==> src/rtl/memc_pkg.sv <==
// Shared MEMC datapath constants, block descriptor payload and coordinate-stage encodings.
package memc_pkg;

    localparam int unsigned FRAME_W      = 64;
    localparam int unsigned FRAME_H      = 48;
    localparam int unsigned FRAME_W_LOG2 = 6;
    localparam int unsigned WIN_SIZE     = 12;
    localparam int unsigned PIX_W        = 8;
    localparam int unsigned ADDR_W       = 12;

    localparam int unsigned COORD_W = 6;
    localparam int unsigned CNT_W   = 4;
    localparam int unsigned WIN_W   = 4;

    // Coordinate-stage states that block fetch is sequenced against
    localparam logic [2:0] CS_IDLE  = 3'd0;
    localparam logic [2:0] CS_CLAMP = 3'd1;
    localparam logic [2:0] CS_ISSUE = 3'd2;
    localparam logic [2:0] CS_WAIT  = 3'd3;
    localparam logic [2:0] CS_NEXT  = 3'd4;

    typedef struct packed {
        logic [COORD_W-1:0] row;
        logic [COORD_W-1:0] col;
        logic [CNT_W-1:0]   row_max;
        logic [CNT_W-1:0]   col_max;
        logic [WIN_W-1:0]   pad_row;
        logic [WIN_W-1:0]   pad_col;
    } blk_desc_t;

    // Window coordinate wraps modulo the 4-bit window index space
    function automatic logic [WIN_W-1:0] win_add(input logic [WIN_W-1:0] pad,
                                                 input logic [CNT_W-1:0] ofs);
        return WIN_W'(pad + WIN_W'(ofs));
    endfunction

endpackage

==> src/rtl/block_fetch_ctr.sv <==
// 2-D raster counter: walks (r, c) row-major over max_r x max_c, flags the final position.
module block_fetch_ctr
    import memc_pkg::*;
(
    input  logic             clk,
    input  logic             rst,
    input  logic [CNT_W-1:0] max_r,
    input  logic [CNT_W-1:0] max_c,
    input  logic             load,
    input  logic             step,
    output logic [CNT_W-1:0] r,
    output logic [CNT_W-1:0] c,
    output logic             last
);

    logic [CNT_W-1:0] r_d;
    logic [CNT_W-1:0] c_d;

    always_comb begin
        r_d = r;
        c_d = c;
        if (load) begin
            r_d = '0;
            c_d = '0;
        end else if (step) begin
            if (c == CNT_W'(max_c - 1'b1)) begin
                c_d = '0;
                r_d = CNT_W'(r + 1'b1);
            end else begin
                c_d = CNT_W'(c + 1'b1);
            end
        end
    end

    // last is precomputed from the next position so it is a flop, not a compare
    always_ff @(posedge clk) begin
        if (rst) begin
            r    <= '0;
            c    <= '0;
            last <= 1'b0;
        end else begin
            r <= r_d;
            c <= c_d;
            if (load || step) begin
                last <= (r_d == CNT_W'(max_r - 1'b1)) && (c_d == CNT_W'(max_c - 1'b1));
            end
        end
    end

endmodule

==> src/rtl/block_fetch.sv <==
// Raster block fetch: reads a clamped block from frame SRAM and writes it into the
// search-window buffer at its padded coordinate, then pulses done.
module block_fetch #(
    parameter int unsigned PIX_W        = memc_pkg::PIX_W,
    parameter int unsigned FRAME_W_LOG2 = memc_pkg::FRAME_W_LOG2,
    parameter int unsigned ADDR_W       = memc_pkg::ADDR_W
) (
    input  logic                                clk,
    input  logic                                rst,
    input  logic                                start,
    input  logic [ADDR_W-FRAME_W_LOG2-1:0]      blk_row,
    input  logic [FRAME_W_LOG2-1:0]             blk_col,
    input  logic [memc_pkg::CNT_W-1:0]          row_cnt_max,
    input  logic [memc_pkg::CNT_W-1:0]          col_cnt_max,
    input  logic [memc_pkg::WIN_W-1:0]          pad_row,
    input  logic [memc_pkg::WIN_W-1:0]          pad_col,
    output logic                                busy,
    output logic                                done,
    output logic                                sram_rd,
    output logic [ADDR_W-1:0]                   sram_addr,
    input  logic [PIX_W-1:0]                    sram_q,
    output logic                                win_we,
    output logic [memc_pkg::WIN_W-1:0]          win_row,
    output logic [memc_pkg::WIN_W-1:0]          win_col,
    output logic [PIX_W-1:0]                    win_data
);

    import memc_pkg::*;

    localparam int unsigned ROW_W = ADDR_W - FRAME_W_LOG2;
    localparam int unsigned COL_W = FRAME_W_LOG2;

    localparam logic [1:0] ST_IDLE  = 2'd0;
    localparam logic [1:0] ST_READ  = 2'd1;
    localparam logic [1:0] ST_DRAIN = 2'd2;
    localparam logic [1:0] ST_DONE  = 2'd3;

    logic [1:0]       state_q;
    logic [1:0]       state_d;
    blk_desc_t        blk_q;
    blk_desc_t        blk_d;
    logic [ROW_W-1:0] addr_row_q;
    logic [ROW_W-1:0] addr_row_d;
    logic [COL_W-1:0] addr_col_q;
    logic [COL_W-1:0] addr_col_d;
    logic             busy_d;
    logic             done_d;
    logic             sram_rd_d;
    logic             win_we_d;
    logic [WIN_W-1:0] win_row_d;
    logic [WIN_W-1:0] win_col_d;

    logic             ctr_load;
    logic             ctr_step;
    logic [CNT_W-1:0] ctr_max_r;
    logic [CNT_W-1:0] ctr_max_c;
    logic [CNT_W-1:0] ctr_r;
    logic [CNT_W-1:0] ctr_c;
    logic             ctr_last;

    block_fetch_ctr u_ctr (
        .clk   (clk),
        .rst   (rst),
        .max_r (ctr_max_r),
        .max_c (ctr_max_c),
        .load  (ctr_load),
        .step  (ctr_step),
        .r     (ctr_r),
        .c     (ctr_c),
        .last  (ctr_last)
    );

    // Next-state and registered-output values
    always_comb begin
        state_d    = state_q;
        blk_d      = blk_q;
        addr_row_d = addr_row_q;
        addr_col_d = addr_col_q;
        busy_d     = busy;
        done_d     = 1'b0;
        sram_rd_d  = 1'b0;
        win_we_d   = 1'b0;
        win_row_d  = win_row;
        win_col_d  = win_col;
        ctr_load   = 1'b0;
        ctr_step   = 1'b0;
        ctr_max_r  = blk_q.row_max;
        ctr_max_c  = blk_q.col_max;

        case (state_q)
            ST_IDLE: begin
                if (start) begin
                    blk_d.row     = COORD_W'(blk_row);
                    blk_d.col     = COORD_W'(blk_col);
                    blk_d.row_max = row_cnt_max;
                    blk_d.col_max = col_cnt_max;
                    blk_d.pad_row = pad_row;
                    blk_d.pad_col = pad_col;
                    busy_d        = 1'b1;
                    // counter loads in the same edge, so it sees the live sizes
                    ctr_max_r     = row_cnt_max;
                    ctr_max_c     = col_cnt_max;
                    if (row_cnt_max == '0 || col_cnt_max == '0) begin
                        state_d = ST_DONE;
                        done_d  = 1'b1;
                    end else begin
                        state_d    = ST_READ;
                        sram_rd_d  = 1'b1;
                        addr_row_d = blk_row;
                        addr_col_d = blk_col;
                        ctr_load   = 1'b1;
                    end
                end
            end

            ST_READ: begin
                win_we_d  = 1'b1;
                win_row_d = win_add(blk_q.pad_row, ctr_r);
                win_col_d = win_add(blk_q.pad_col, ctr_c);
                if (ctr_last) begin
                    state_d = ST_DRAIN;
                end else begin
                    sram_rd_d = 1'b1;
                    ctr_step  = 1'b1;
                    if (ctr_c == CNT_W'(blk_q.col_max - 1'b1)) begin
                        addr_col_d = COL_W'(blk_q.col);
                        addr_row_d = ROW_W'(addr_row_q + 1'b1);
                    end else begin
                        addr_col_d = COL_W'(addr_col_q + 1'b1);
                    end
                end
            end

            ST_DRAIN: begin
                state_d = ST_DONE;
                done_d  = 1'b1;
            end

            ST_DONE: begin
                state_d = ST_IDLE;
                busy_d  = 1'b0;
            end

            default: begin
                state_d = ST_IDLE;
                busy_d  = 1'b0;
            end
        endcase
    end

    always_ff @(posedge clk) begin
        if (rst) begin
            state_q    <= ST_IDLE;
            blk_q      <= '0;
            addr_row_q <= '0;
            addr_col_q <= '0;
            busy       <= 1'b0;
            done       <= 1'b0;
            sram_rd    <= 1'b0;
            win_we     <= 1'b0;
            win_row    <= '0;
            win_col    <= '0;
        end else begin
            state_q    <= state_d;
            blk_q      <= blk_d;
            addr_row_q <= addr_row_d;
            addr_col_q <= addr_col_d;
            busy       <= busy_d;
            done       <= done_d;
            sram_rd    <= sram_rd_d;
            win_we     <= win_we_d;
            win_row    <= win_row_d;
            win_col    <= win_col_d;
        end
    end

    assign sram_addr = {addr_row_q, addr_col_q};
    assign win_data  = sram_q;

endmodule

==> config.mk <==
export PLATFORM = sky130hd
export DESIGN_NAME = block_fetch
export DESIGN_NICKNAME = d
export VERILOG_FILES = /design/src/rtl/memc_pkg.sv /design/src/rtl/block_fetch_ctr.sv /design/src/rtl/block_fetch.sv
export SDC_FILE = /design/constraint.sdc
export NUM_CORES = 1
export LEC_CHECK = 0
export ABC_AREA = 1
export CAP_MARGIN = 20
export CORE_MARGIN = 5
export CORE_UTILIZATION = 60
export CTS_BUF_LIST = sky130_fd_sc_hd__clkbuf_4
export CTS_CLUSTER_DIAMETER = 80
export DETAILED_ROUTE_END_ITERATION = 6
export DONT_BUFFER_PORTS = 1
export PLACE_DENSITY_LB_ADDON = 0.05
export SLEW_MARGIN = 0
export SYNTH_ARGS = -nofsm -noshare
export SYNTH_HDL_FRONTEND = slang
export SYNTH_SLANG_ARGS = --single-unit
==> constraint.sdc <==
create_clock -name clk -period 3.3 [get_ports clk]
set_clock_uncertainty 0.15 [all_clocks]
set_input_delay 0.33 -clock clk [delete_from_list [all_inputs] [get_ports clk]]
set_output_delay 0.33 -clock clk [all_outputs]
set_load 0.05 [all_outputs]
# Word level (Yosys, flattened, before mapping)
# Index checks and enable logic that the tools add are counted.
# word_totals
reg_bits	57
input_bits	39
out_inout_bits	32
wordCells	87
# op_classes
addsub	9
eq_ne	12
n_mux	36
reduce_logical	13
# ops
op	n
$mux W6	8
$mux W4	10
$pmux W6 S2	2
$eq A4 B4 Y1	4
$add A6 B1 Y6 const B	2
$sub A4 B1 Y4 const B	3
$mux W1	9
$add A4 B1 Y4 const B	2
$add A4 B4 Y4	2
$logic_not A4 Y1	2
$ne A2 B2 Y1 const B	4
$pmux W2 S4	1
$mux W2	3
$pmux W1 S2	3
$reduce_and A2 Y1	3
$reduce_and A5 Y1	1
$eq A2 B2 Y1 const B	2
$reduce_and A4 Y1	1
$reduce_bool A2 Y1	2
$eq A2 B1 Y1 const B	1
$logic_not A2 Y1	1
$logic_or A1 B1 Y1	2
$ne A2 B1 Y1 const B	1
$logic_and A1 B1 Y1	1

# Longest topological paths before layout
# logic_depth
ltp_word	9
depth_mapped	25
mapped_depth_nobuf	23

# Hierarchy
# From an unflattened synthesis, not the netlist that was laid out.
# unflattened
cells_unflattened	496
area_unflattened_um2	3417.0
# modules_own_cells
mod	n_inst	cells_each	area_each_um2	seq_area_each_um2
block_fetch	1	359	2606.2	960.9
block_fetch_ctr	1	137	810.8	180.2

# Least setup slack after synthesis
# No wires, ideal clock.
# synth_timing
path_kind	reg2reg
from	reg state_q[0]
to	reg u_ctr.last
setup_ps	70
t_arrival_ps	2540
required_time_ps	3080
path_slack_ps	539
path_stages_with_launch	25
n_path_buf	2
period_less_slack_ps	2761
cell_sequence	dfxtp_1 > inv_1 > ha_1 > buf_6 > nand2_8 > nand2_2 > nand2_2 > inv_2 > ha_1 > nand2_1 > nand3_1 > nor2_1 > nand2_1 > nor2_2 > nand2_2 > nor2_8 > nand2_4 > buf_12 > nand3b_1 > nand2_1 > nor2_1 > nand2_1 > nor2_1 > nand3_1 > a21oi_1
# synth_between
elab_chain_cells	9
elab_cells_between_ends	19
classes_between	add/sub (2); eq/ne (4); mux (10); reduce/logical (3)
# synth_rtl
element	line_no	source
from (decl)	block_fetch.sv:38	logic [1:0] state_q;
from (signal assigned)	block_fetch.sv:164	state_q <= state_d;
$logic_not A2 Y1	block_fetch.sv:90	case (state_q)
$mux W4	block_fetch.sv:90	
$sub A4 B1 Y4	block_fetch_ctr.sv:26, block_fetch_ctr.sv:45	
$eq A4 B4 Y1	block_fetch_ctr.sv:26	if (c == CNT_W'(max_c - 1'b1)) begin
$mux W4	block_fetch_ctr.sv:26	
$mux W4	block_fetch_ctr.sv:25	end else if (step) begin
$mux W4	block_fetch_ctr.sv:22	if (load) begin
$eq A4 B4 Y1	block_fetch_ctr.sv:45	last <= (r_d == CNT_W'(max_r - 1'b1)) && (c_d == CNT_W'(max_c - 1'b1));
$logic_and A1 B1 Y1	block_fetch_ctr.sv:45	
to (signal assigned)	block_fetch_ctr.sv:45	
to (decl)	block_fetch_ctr.sv:13	output logic last
# Parallel ways exist; a longest one is shown, timed or not.
# A chain may end at the register's enable or synchronous reset.

# Worst setup path after layout
# Same ends and word-level chain as after synthesis.

==> flow_metrics.py <==
metrics = {
    "worst_setup_path": {
        "arrival_ns": 3.09,
        "cp-end-kind": "flop",
        "worstSetupStartpointType": "flop",
        "required_ns": 3.49,
        "crit_top_cell": "nand2_1",
        "path_cells": "inv_1, ha_4, nand2_8, nand2_4, nand2_4, ha_1, nand2_1, nand3_1, nor2_1, nand2_1, nor2_2, nand2_2, nor2_8, nand2_4, o21ai_0, nand2_1, nand2_1, nand2_1, nand2_1, nand3_1, a21oi_1",
        "cpPeakStageDelay_ns": 0.36,
        "path_max_fanout": 13,
        "cpLargestDelayFamily": "simple AND/OR/NAND/NOR gates",
        "cpMaxStageDelayCell": "ha_1",
        "worstSetupPathType": "flop to flop",
        "critPathBufInv": 1,
    },
    "layout": {
        "antenna_cells": 0,
        "syn_to_final_growth_pct": 9.46,
        "stdcell_count": 553,
        "fin_area_mm2": 0.00372,
        "nFillCells": 491,
        "nNetsFinal": 536,
        "drive_gt1_share_pct": 11.2,
        "multi_input_area_mm2": 0.00191,
        "ff_latch_area_mm2": 0.00114,
    },
    "power_and_ir_drop": {
        "combPwrFrac_pct": 41.2,
        "leakage_uw": 0.00167,
        "p_seq_share_pct": 46.3,
        "intPower_uw": 1570,
        "p_clk_share_pct": 12.5,
        "p_per_area_mw_per_mm2": 882,
        "sw_frac_of_total_pct": 52.1,
        "p_sw_uw": 1710,
        "max-vdd-ir-drop_mv": 0.472,
    },
    "floorplanning": {
        "fp.dieArea_mm2": 0.00727,
        "start_util_pct": 61.7,
        "die_y_um": 85.3,
        "core_mm2": 0.00551,
        "chipWidth_um": 85.3,
        "io_pins": 71,
        "num_rows": 27,
    },
    "timing": {
        "tns_ns": 0,
        "worst_pin_slew_ns": 0.695,
        "finalSetupViolations": 0,
        "relSlewSlack_pct": 53.6,
        "fmaxAchievable_mhz": 345,
        "post-route-period-util_pct": 87.9,
        "period_needed_ns": 2.90,
        "whs_ns": 0.0285,
        "hold_viol_final": 0,
        "setup_ws_ns": 0.400,
        "maxSlewViolCount": 0,
        "rsz0062_at_grt": "false",
    },
    "clock_tree": {
        "numCtsBuffers": 9,
        "postCtsSetupRepairBufs": 0,
        "cts-root-buf": "clkbuf_4",
        "htree_levels": 3,
        "clk_pin_slew_ns": 0.10,
        "cts_num_sinks": 57,
        "clk_latency_ns": 0.40,
        "cts_tree": "built",
        "cts.path.max_buffers": 2,
    },
    "global_route": {
        "grt_pass1_wl_mm": 13.6,
        "grt_overflow": 0,
        "grt_max_degree": 30,
        "first_global_vias": 2918,
        "gr-usage-all-layers_pct": 23.2,
        "grt_antenna_before_repair": 0,
    },
    "synthesis": {
        "yosys.area.top_type": "dfxtp_1",
        "yosysWarnings": 0,
        "syn_nets": 523,
        "ys_types": 40,
        "synth_top_area_share_pct": 33.6,
        "ys_seq_area_share_pct": 33.6,
        "syn-cell-area_mm2": 0.00340,
        "syn_area_per_cell_um2": 7.32,
        "synth-seq-cells": 57,
        "synthCells": 464,
        "synth_area_leaders": "dfxtp_1 (34%), nor2_1 (7.6%), nand2_1 (7.2%), ha_1 (6.6%), o21ai_0 (5.3%)",
    },
    "placed_design": {
        "io_buffers": 0,
        "pre_cts_slack_ns": 0.229,
        "dp_hpwl_mm": 5.67,
        "place_congestion": 0.823,
        "placed_cell_area_mm2": 0.00337,
        "dp.cells": 515,
    },
    "routing": {
        "wl_mm": 7.99,
        "drtIter0Drc": 134,
        "avgViaCountPerCell": 5.50,
        "num_vias": 3039,
        "ant_nets": 0,
        "dr.pass1.iters": 4,
        "wl_per_cell_um": 14.4,
        "drc_errors": 0,
    },
    "run_status": {
        "status": "finished clean",
    },
    "hold_path": {
        "hold_path.class": "input pin to flop",
    },
    "job": {
        "max_cap_violations": 0,
    },
}
-- path summary, 6_finish.rpt --
kind / to / slack, ns / startpoint / cells past startpoint
worst min-delay path: addr_col_q[1]$_SDFFE_PP0P_ / 0.03 / blk_col[1] / 2
worst max register to register: u_ctr.last$_SDFFE_PP0P_ / 0.40 / state_q[0]$_SDFFE_PP0P_ / 21
worst min register to register: blk_q[20]$_SDFFE_PP0P_ / 0.34 / blk_q[20]$_SDFFE_PP0P_ / 2
worst max-delay path: u_ctr.last$_SDFFE_PP0P_ / 0.40 / state_q[0]$_SDFFE_PP0P_ / 21
-- cell usage in the layout, fill, tap and decap left out, types with 10 or more instances in the layout --
master and n:
o21ai_0 36, inv_1 47, xor2_1 10, nand2_2 10, nor2_1 69, ha_1 17, nand2_1 65, a21oi_1 29
dfxtp_1 57, dlygate4sd3_1 22, clkbuf_4 10, nand3_1 32
-- worst register-to-register path: stages, from the launching register on --
cell and delay [ns]:
dfxtp_1 0.34, inv_1 0.16, ha_4 0.23, nand2_8 0.10
nand2_4 0.08, nand2_4 0.08, ha_1 0.36, nand2_1 0.09
nand3_1 0.07, nor2_1 0.09, nand2_1 0.06, nor2_2 0.09
nand2_2 0.09, nor2_8 0.12, nand2_4 0.13, o21ai_0 0.17
nand2_1 0.09, nand2_1 0.08, nand2_1 0.05, nand2_1 0.05
nand3_1 0.07, a21oi_1 0.12
-- sequential cells by signal (all words and copies together), names as in the netlist --
signal,flops
u_ctr.r,4
addr_row_q,6
win_col,4
busy,1
addr_col_q,6
u_ctr.c,4
state_q,2
u_ctr.last,1
done,1
sram_rd,1
blk_q,22
win_we,1
win_row,4
-- per-stage QoR --
stage               power (uW)  util [%]
floorplan                 2580         -
global placement          2800      61.2
detailed placement        2830      61.2
CTS                       3270      67.3
global route              3560      67.6
finish                    3280      67.6
-- synthesized netlist by cell type, drive strengths merged --
master,count
o21ai,38
nor2,74
fa,2
o211ai,4
or2,2
nand4,4
a211oi,2
nor3,3
clkbuf,13
buf,14
a21oi,30
nand3,37
inv,50
mux2i,3
ha,18
a22oi,1
xor2,10
nand3b,4
a221oi,5
xnor2,8
dfxtp,57
clkinv,1
o221ai,2
a31oi,2
nand2,80
-- power by group through the flow --
| stage | Sequential [uW] | Clock [uW] | Combinational [uW] |
|---|---|---|---|
| 2_1_floorplan | 1480 | 0 | 1100 |
| 3_3_place_gp | 1530 | 0 | 1270 |
| 3_5_place_dp | 1540 | 0 | 1290 |
| 4_1_cts | 1520 | 418 | 1330 |
| 5_1_grt | 1550 | 448 | 1560 |
| 6_report | 1520 | 411 | 1350 |
-- layer usage --
metal  wire length [um]  global-route usage [%]  vias up  part of all wire [%]
met5                  0                       0        -                     0
met4                213                    10.8        0                   2.7
met3                501                    6.12       25                   6.3
met2               3690                    37.1       88                    46
met1               3580                    29.1     1395                    45
li1                   -                       -     1531                     -
-- logic make-up after synthesis --
family | share of synthesized area (%)
buf+inv | 10.5
flops | 33.6
simple gates | 28.6
xor+xnor | 4.64
fa+ha+maj | 7.81
mux | 0.884
compound gates | 14.0
-- layout make-up --
| class | count | share of cell area, % |
|---|---|---|
| timing repair buffer | 29 | 7.67 |
| clock buffer | 10 | 2.02 |
| multi-input combinational | 329 | 51.4 |
| clock inverter | 5 | 0.639 |
| inverter | 51 | 5.15 |
| sequential | 57 | 30.7 |
| tap | 72 | 2.42 |
-- timing repair --
action / CTS / global route
resized for setup: 0 / 2
hold buffers: 23 / 0
endpoints found under the setup margin: 0 / 1
hold endpoints to repair: 49 / 0
(Power assumes the default switching activity.)
